### src/rtl/div_pkg.sv
// Shared definitions for the divide controller: state encoding, WAIT counter
// width, default multicycle latency and the sign fix-up helper.
package div_pkg;

  localparam int DIV_LATENCY_DEF = 4;
  localparam int CNT_W           = 4;

  typedef enum logic [2:0] {
    ST_IDLE,
    ST_SETUP,
    ST_WAIT,
    ST_FIX,
    ST_DONE
  } div_state_t;

  function automatic logic [31:0] condNeg(input logic [31:0] value, input logic neg);
    return neg ? (~value + 32'd1) : value;
  endfunction

endpackage

### src/rtl/div_ctrl_if.sv
// Request/result bundle between a divide requester (master) and div_ctrl (slave).
interface div_ctrl_if;

  logic        iStart;
  logic        iSigned;
  logic [31:0] iDividend;
  logic [31:0] iDivisor;
  logic        iFlush;
  logic        oReady;
  logic        oDone;
  logic [31:0] oLO;
  logic [31:0] oHI;
  logic        oDivZero;

  modport master (
    output iStart, iSigned, iDividend, iDivisor, iFlush,
    input  oReady, oDone, oLO, oHI, oDivZero
  );

  modport slave (
    input  iStart, iSigned, iDividend, iDivisor, iFlush,
    output oReady, oDone, oLO, oHI, oDivZero
  );

endinterface

### src/rtl/div_ctrl_div32.sv
// Combinational unsigned 32-bit divider; timing is closed as a multicycle path
// by the WAIT state of div_ctrl.
module DIV32 (
  input  logic [31:0] iQ,
  input  logic [31:0] iD,
  output logic [31:0] oQ,
  output logic [31:0] oR
);

  // A zero divisor is resolved by the controller, so drive a defined value here.
  always_comb begin
    oQ = '0;
    oR = '0;
    if (iD != '0) begin
      oQ = iQ / iD;
      oR = iQ % iD;
    end
  end

endmodule

### src/rtl/div_ctrl.sv
// Divide controller: sequences operand capture, magnitude setup, a fixed WAIT
// window for DIV32, then sign fix-up into the LO/HI result registers.
module div_ctrl
  import div_pkg::*;
#(
  parameter int DIV_LATENCY = DIV_LATENCY_DEF
) (
  input logic       iClk,
  input logic       nRst,
  div_ctrl_if.slave io_bus
);

  localparam logic [CNT_W-1:0] LAST_WAIT = CNT_W'(DIV_LATENCY - 1);

  div_state_t       r_state;
  logic [CNT_W-1:0] r_cnt;
  logic [31:0]      r_dividend;
  logic [31:0]      r_divisor;
  logic             r_signed;
  logic             r_sgnA;
  logic             r_sgnB;
  logic [31:0]      r_divQ;
  logic [31:0]      r_divD;
  logic [31:0]      r_lo;
  logic [31:0]      r_hi;
  logic             r_divZero;
  logic             r_done;
  logic             r_ready;

  logic [31:0]      w_q;
  logic [31:0]      w_r;
  logic             w_negA;
  logic             w_negB;

  assign w_negA = r_signed & r_sgnA;
  assign w_negB = r_signed & r_sgnB;

  DIV32 u_div32 (
    .iQ (r_divQ),
    .iD (r_divD),
    .oQ (w_q),
    .oR (w_r)
  );

  assign io_bus.oReady   = r_ready;
  assign io_bus.oDone    = r_done;
  assign io_bus.oLO      = r_lo;
  assign io_bus.oHI      = r_hi;
  assign io_bus.oDivZero = r_divZero;

  // Flush overrides everything and leaves the result registers untouched.
  always_ff @(posedge iClk or negedge nRst) begin
    if (!nRst) begin
      r_state    <= ST_IDLE;
      r_cnt      <= '0;
      r_dividend <= '0;
      r_divisor  <= '0;
      r_signed   <= 1'b0;
      r_sgnA     <= 1'b0;
      r_sgnB     <= 1'b0;
      r_divQ     <= '0;
      r_divD     <= '0;
      r_lo       <= '0;
      r_hi       <= '0;
      r_divZero  <= 1'b0;
      r_done     <= 1'b0;
      r_ready    <= 1'b1;
    end else begin
      r_done <= 1'b0;
      if (io_bus.iFlush) begin
        r_state <= ST_IDLE;
        r_ready <= 1'b1;
      end else begin
        case (r_state)
          ST_IDLE, ST_DONE: begin
            if (io_bus.iStart) begin
              r_dividend <= io_bus.iDividend;
              r_divisor  <= io_bus.iDivisor;
              r_signed   <= io_bus.iSigned;
              r_sgnA     <= io_bus.iDividend[31];
              r_sgnB     <= io_bus.iDivisor[31];
              r_state    <= ST_SETUP;
              r_ready    <= 1'b0;
            end else begin
              r_state <= ST_IDLE;
              r_ready <= 1'b1;
            end
          end
          ST_SETUP: begin
            r_divQ  <= condNeg(r_dividend, w_negA);
            r_divD  <= condNeg(r_divisor, w_negB);
            r_cnt   <= '0;
            r_state <= (r_divisor == '0) ? ST_FIX : ST_WAIT;
          end
          ST_WAIT: begin
            if (r_cnt == LAST_WAIT) begin
              r_state <= ST_FIX;
            end else begin
              r_cnt <= r_cnt + 1'b1;
            end
          end
          ST_FIX: begin
            // Quotient sign follows the operand signs; remainder follows the dividend.
            if (r_divD == '0) begin
              r_lo      <= '1;
              r_hi      <= r_dividend;
              r_divZero <= 1'b1;
            end else begin
              r_lo      <= condNeg(w_q, w_negA ^ w_negB);
              r_hi      <= condNeg(w_r, w_negA);
              r_divZero <= 1'b0;
            end
            r_done  <= 1'b1;
            r_ready <= 1'b1;
            r_state <= ST_DONE;
          end
          default: begin
            r_state <= ST_IDLE;
            r_ready <= 1'b1;
          end
        endcase
      end
    end
  end

endmodule

### src/flat_wrapper.sv
// flat-port wrapper written by rule: the top's interface ports become plain ports
module div_ctrl_flat import div_pkg::*;
#(
  parameter int DIV_LATENCY = DIV_LATENCY_DEF
)
  (iClk, nRst, io_bus_iStart, io_bus_iSigned, io_bus_iDividend, io_bus_iDivisor, io_bus_iFlush, io_bus_oReady, io_bus_oDone, io_bus_oLO, io_bus_oHI, io_bus_oDivZero);
  div_ctrl_if io_bus_i ();
  input logic iClk;
  input logic nRst;
  input wire logic [$bits(io_bus_i.iStart)-1:0] io_bus_iStart;
  input wire logic [$bits(io_bus_i.iSigned)-1:0] io_bus_iSigned;
  input wire logic [$bits(io_bus_i.iDividend)-1:0] io_bus_iDividend;
  input wire logic [$bits(io_bus_i.iDivisor)-1:0] io_bus_iDivisor;
  input wire logic [$bits(io_bus_i.iFlush)-1:0] io_bus_iFlush;
  output wire logic [$bits(io_bus_i.oReady)-1:0] io_bus_oReady;
  output wire logic [$bits(io_bus_i.oDone)-1:0] io_bus_oDone;
  output wire logic [$bits(io_bus_i.oLO)-1:0] io_bus_oLO;
  output wire logic [$bits(io_bus_i.oHI)-1:0] io_bus_oHI;
  output wire logic [$bits(io_bus_i.oDivZero)-1:0] io_bus_oDivZero;
  assign io_bus_i.iStart = io_bus_iStart;
  assign io_bus_i.iSigned = io_bus_iSigned;
  assign io_bus_i.iDividend = io_bus_iDividend;
  assign io_bus_i.iDivisor = io_bus_iDivisor;
  assign io_bus_i.iFlush = io_bus_iFlush;
  assign io_bus_oReady = io_bus_i.oReady;
  assign io_bus_oDone = io_bus_i.oDone;
  assign io_bus_oLO = io_bus_i.oLO;
  assign io_bus_oHI = io_bus_i.oHI;
  assign io_bus_oDivZero = io_bus_i.oDivZero;
  div_ctrl #(.DIV_LATENCY(DIV_LATENCY)) u_core (.iClk(iClk), .nRst(nRst), .io_bus(io_bus_i));
endmodule
### config.mk
export PLATFORM = sky130hd
export DESIGN_NAME = div_ctrl_flat
export DESIGN_NICKNAME = d
export VERILOG_FILES = /design/src/rtl/div_pkg.sv /design/src/rtl/div_ctrl_if.sv /design/src/rtl/div_ctrl_div32.sv /design/src/rtl/div_ctrl.sv /design/src/flat_wrapper.sv
export SDC_FILE = /design/constraint.sdc
export NUM_CORES = 2
export LEC_CHECK = 0
export ABC_AREA = 1
export CAP_MARGIN = 25
export CORE_MARGIN = 1
export CORE_UTILIZATION = 50
export DETAILED_ROUTE_END_ITERATION = 8
export GPL_ROUTABILITY_DRIVEN = 0
export PLACE_DENSITY = 0.75
export SETUP_SLACK_MARGIN = 0.4
export SYNTH_ARGS = -nofsm -noshare
export SYNTH_HDL_FRONTEND = slang
export SYNTH_HIERARCHICAL = 1
export SYNTH_SLANG_ARGS = --single-unit
export TNS_END_PERCENT = 30
### constraint.sdc
create_clock -name iClk -period 61.6 [get_ports iClk]
set_input_delay 6.16 -clock iClk [delete_from_list [all_inputs] [get_ports iClk]]
set_output_delay 6.16 -clock iClk [all_outputs]
set_load 0.01 [all_outputs]
==> out/results.txt, run 1 <==
After synthesis, the largest family of logic cells by area is simple AND/OR/NAND/NOR gates. The flow did not finish. The top flip-flop cell by instance count after synthesis is dfrtp_1. The first global-routing pass estimated 515.0 mm of wire. The hold buffer count at CTS came out at 0. The pin count of the biggest net entering global routing came out at 122. Ranked by total cell area, the synthesized netlist is headed by nand2_1 17%, ha_1 16%, dfrtp_1 12%. The number of global-route vias before repair was 82811; the netlist area before placement was 42920 um^2. The initial utilization of the core area, before any placement, comes to 50.41%. The total global routing track utilization was 78.47%; the count of input and output buffers was 135. Synthesis instantiated 93 different standard cells from the library. The synthesized design contains 203 register bits. Synthesis produced a netlist with a net count of 7587. The number of clock buffers added by TritonCTS is 21. During synthesis, Yosys emitted a total of 6 warnings. For this run, the register share of the synthesized area comes to 11.84%. 136 I/O pins were placed. In the synthesized netlist, the number of instances is 6983. At the placement stage, the worst setup path has a slack of -4.359 ns. Detailed placement finished with a half-perimeter wire length of 137.4 mm. Summing the areas of all and, or, nand and nor instances in the mapped netlist gives 34.87% of the synthesized area. The die height was 295.0 um. A synthesized cell averages 6.147 um^2. The H-tree depth was 1; the area share of the leading cell type in the synthesized netlist was 17.35%. The synthesized design spends more area on one cell type than any other, namely nand2_1. The worst-case clock buffer depth came out at 3. Yosys mapped a number of flops with a built-in enable equal to 0. The count of clock tree sinks is 203, and the async set-reset flop share out of synthesis is 100.0%.

The horizontal die dimension came out at 295.0 um. The total overflow left after global routing is 335. After detailed placement, the total cell area comes to 60150 um^2. Progress stopped at global routing. The tool reported: "[ERROR GRT-0116] Global routing finished with congestion. Check the congestion regions in the DRC Viewer".

The cell sitting at the root of the clock tree is a clkbuf_16. Summing the areas of all compound-gate instances in the mapped netlist gives 17.37% of the synthesized area. The xor and xnor fraction of the mapped netlist area is 8.550%, and the portion of netlist area occupied by mux cells is 0.2390%. The synthesized netlist devotes 15.61% of its cell area to adder and majority cells.

For the number of core rows, the log shows 107.
-- synthesized netlist by cell type (all sizes together), types with 6 or more instances --
cell type	number
a211oi	19
a21boi	39
a21o	21
a21oi	532
a221oi	8
a31oi	28
and2	36
and3	7
buf	61
clkbuf	100
clkinv	12
dfrtp	202
ha	534
inv	969
mux2i	9
nand2	2056
nand3	499
nand3b	19
nand4	67
nor2	538
nor3	73
nor4	29
o2111ai	6
o211ai	39
o21a	19
o21ai	439
o21bai	52
o221ai	8
o22ai	15
o31ai	20
or2	80
xnor2	123
xor2	296
-- metrics by stage --
step / setup TNS (ns) / instances / hold WS, ns
4_1_cts: 0 / 10876 / 0.4732
2_1_floorplan: 0 / 6983 / 0.4715
3_3_place_gp: -12.53 / 10145 / 0.4588
3_5_place_dp: -237.16 / 10148 / 0.4611
-- per-layer routing --
layer / overflow / global-route usage, %
met3: 3 / 67.18
met2: 188 / 92.36
met4: 135 / 80.59
met1: 9 / 75.83
met5: 0 / 49.72
-- cells by family after synthesis --
| logic type | count (synthesis) |
|---|---|
| compound gates | 1263 |
| xor+xnor | 419 |
| fa+ha+maj | 535 |
| buf+inv | 1142 |
| flops | 203 |
| mux | 9 |
| simple gates | 3412 |
-- what timing repair did --
| item | 4_1_cts |
|---|---|
| gates cloned | 13 |
| endpoints found under the setup margin | 64 |
| hold endpoints to repair | 0 |
| gates resized for setup | 897 |
| pin swaps | 472 |
| buffers inserted | 679 |
==> run 2, diff against run 1 <==
--- a/config.mk
+++ b/config.mk
@@ -8,11 +8,10 @@
 export ABC_AREA = 1
 export CAP_MARGIN = 25
 export CORE_MARGIN = 1
-export CORE_UTILIZATION = 50
+export CORE_UTILIZATION = 35
 export DETAILED_ROUTE_END_ITERATION = 8
 export GPL_ROUTABILITY_DRIVEN = 0
-export PLACE_DENSITY = 0.75
-export SETUP_SLACK_MARGIN = 0.4
+export PLACE_DENSITY_LB_ADDON = 0.15
 export SYNTH_ARGS = -nofsm -noshare
 export SYNTH_HDL_FRONTEND = slang
 export SYNTH_HIERARCHICAL = 1
==> constraint.sdc (replaced) <==
create_clock -name iClk -period 80.1 [get_ports iClk]
set_input_delay 8.01 -clock iClk [delete_from_list [all_inputs] [get_ports iClk]]
set_output_delay 8.01 -clock iClk [all_outputs]
set_load 0.01 [all_outputs]
==> out/results.txt, run 2 <==
Ranked by instance count, the synthesized netlist is headed by 1984 x nand2_1, 935 x inv_1, 534 x ha_1. The final count of pins violating max slew came out at 0. The first global-routing pass estimated 246.9 mm of wire.

For the netlist area before placement, the log shows 42920 um^2. The tools report the total global routing track utilization as 24.99%. The run gives 203 as the count of clock tree sinks. Last element of the critical path: u_core/io_bus.oHI[27].

The maximum clock rate is 13.79 MHz. After detailed placement, the design holds a cell count of 8627. The final worst-path setup slack came out at 7.583 ns. The root buffer cell chosen for the clock tree is clkbuf_16. The path class of the lowest-slack min-delay path was flop to flop. The tool flagged a number of max-cap violations equal to 0.

In this run the worst setup path begins at u_core/r_divD[24]. Input and output buffers added on the ports amount to 135. The logs give 3 for the worst-case clock buffer depth and 0 for the count of unresolved DRC violations after routing. At the worst endpoint, the required time is 80.56 ns. The per-cell via count in the routed design came out at 5.194. Cell type with the highest aggregate area in the netlist: nand2_1.

In this run the tightest slew margin relative to its limit is 28.64%. The first detailed-routing pass ran for 6 iterations. The most numerous cell type found on the critical path is nand2_1.

The net count after synthesis was 7587. The worst path needs 72.52 ns of the cycle, external delays included. The tools report the total congestion overflow as 0. Across all layers, the routed design uses 45275 vias. The clock slew at the register clock pins of the worst setup and hold paths is 0.06 ns. The total CTS buffers is 24. The library cell used most frequently in the layout, excluding fill and tap cells, is nand2_1. The async set-reset flop share out of synthesis was 100.0%; the largest driver fanout on the critical path was 37. The logs give 42495 for the number of global-route vias before repair and 128 for the number of core rows. The number of cells on the worst reg-to-reg path is 497. The tools report the final-layout setup total negative slack as 0 ns.

Most frequently used cell type in the post-synthesis netlist: nand2_1. Cell depth of the worst hold path: 2. The signed area change from the synthesized netlist to the final layout works out to 9.733%. The detailed-route wire length per cell is 18.46 um, and the detailed placer's ending HPWL is 127.5 mm. Setup violations remaining at the end of the flow were counted as 0.

Horizontal die dimension: 352.2 um. The filler cells instantiated in the layout total 13305. In this run the mean area of a mapped cell was 6.147 um^2. Arrival time reported for the critical path endpoint: 72.97 ns. For this run, the share of the core covered by cells in the final layout is 38.70%. The tools report the total count of hold-check failures in the final report as 0. The H-tree depth is 1, and the number of library cell types mapped by synthesis is 93. Die height: 352.2 um.

The worst reg2reg path endpoint is u_core/io_bus.oHI[27]. Synthesis produced 6983 cells. The flow ran to the end, and the final reports show no timing, DRC or antenna violations.

The core region is 121700 um^2. The run gives 94 as the pin count of the biggest net entering global routing. The worst setup path is launched from a flop. In this run the biggest area consumer among cell types represents 17.35% of the synthesized area. The start-to-end type of the worst setup path is flop to flop.

Prior to clock tree synthesis, the placed netlist has a worst setup slack of 1.861 ns. In the final design database the tool counted 7675 nets. TritonCTS built the clock tree. The library cells used most frequently in the layout, excluding fill and tap cells, are 1980 x nand2_1, 924 x inv_1, 534 x ha_1.

The part of the Yosys area used for sequential elements is 11.84%, and the initial cell density of the core is 35.26%. I/O pin count: 136. After synthesis, the cell types taking the most area are nand2_1 17%, ha_1 16%, dfrtp_1 12%. Buffers inserted to repair hold after CTS numbered 0. For the total wire length, the log shows 160.9 mm.

The logs give 3752 for the DRC marker count from the first detailed-route iteration and 6 for the number of warnings issued by yosys. The delay of the slowest cell on the worst path works out to 0.55 ns. Yosys mapped a number of flops with a built-in enable equal to 0. The worst register-to-register path begins at u_core/r_divD[24]. Cells with a size suffix above 1 make up 7.929% of the layout. The later pin in the worst-skew pair is clocked with a latency of 0.59 ns.

The top flip-flop cell by instance count after synthesis is dfrtp_1. The category of the worst setup path capture point was a flop. The die covers 124000 um^2. For this design, the slowest cell found on the critical path is dfrtp_1. In this run, synthesis produced a sequential element count of 203. Share of the clock period used by the worst path: 90.53%. The slack of the worst reg-to-reg path was 7.58 ns; the footprint of the multi-input gates was 33260 um^2.

Leaving out filler cells and counting taps, the final layout contains 8717. The count of nets left with antenna violations once routing finished came out at 0. For the pin with the worst max-slew slack, the measured transition is 1.068 ns. Across the routed clock network, the largest skew measured is 0.01322 ns.

Summing all flip-flop and latch instances after layout gives 5084 um^2. The tools report the initial antenna violation count as 4.
==> run 2: cell counts after synthesis <==
Identical to the previous run, type by type.
==> run 2: final cells by class <==
type	count	area share [%]
Inverter	981	7.993
Timing Repair inverter	3	0.03188
Antenna cell	4	0.02125
Multi-Input combinational cell	5641	70.62
Sequential cell	203	10.79
Timing Repair Buffer	217	4.373
Clock buffer	29	1.357
Tap cell	1625	4.317
Clock inverter	14	0.4941
==> run 2: how the worst min path moves through the flow <==
stage	start	end	slack, ns
after floorplan	u_core/io_bus.oReady	u_core/io_bus.oReady	0.47
after global placement	u_core/io_bus.oDivZero	u_core/io_bus.oDivZero	0.46
after detailed placement	u_core/io_bus.oReady	u_core/io_bus.oReady	0.47
after CTS	u_core/io_bus.oReady	u_core/io_bus.oReady	0.48
after global routing	u_core/io_bus.oReady	u_core/io_bus.oReady	0.50
final	u_core/io_bus.oReady	u_core/io_bus.oReady	0.47
==> run 2: timing repair <==
item	CTS	global route
buffers inserted	0	36
resized for setup	0	99
setup endpoints to repair	0	64
==> run 2: critical path, delay by kind of cell, from the launching register on <==
family	cells	cell delay, ns
adders and majority gates	31	9.97
AOI/OAI and AO/OA	161	27.12
buffers and inverters	70	7.43
xor gates and xnor gates	4	0.53
DFF	1	0.55
muxes	1	0.33
and+or+nand+nor	230	26.07
==> run 2: kinds of logic (layout without fill, tap and decap cells) <==
kind of cell               after synthesis  count (layout)  share of synthesized area, %
AOI/OAI and AO/OA                     1263            1264                         17.37
xor gates and xnor gates               419             419                         8.550
adders and majority gates              535             535                         15.61
buffers and inverters                 1142            1244                         11.52
DFF                                    203             203                         11.84
muxes                                    9               9                        0.2390
other                                    0               4                             0
and+or+nand+nor                       3412            3414                         34.87
==> run 2: stage by stage <==
stage                     hold slack, ns  instance area (um^2)
final                             0.4674                 47100
after global routing              0.5005                 47100
after CTS                         0.4767                 46340
after detailed placement          0.4669                 45470
after global placement            0.4635                 45430
after floorplan                   0.4715                 42920
==> run 2: routing by layer <==
metal / GRT usage, % / vias up / routed length [um]
li1: - / 23048 / -
met1: 35.72 / 20835 / 77340
met2: 39.80 / 1221 / 69720
met3: 2.603 / 171 / 9040
met4: 6.226 / 0 / 4798
met5: 0 / - / 0
Power of run 2 is not shown: default switching activity piles up to over one toggle a cycle in this logic, so the estimate is an artifact.
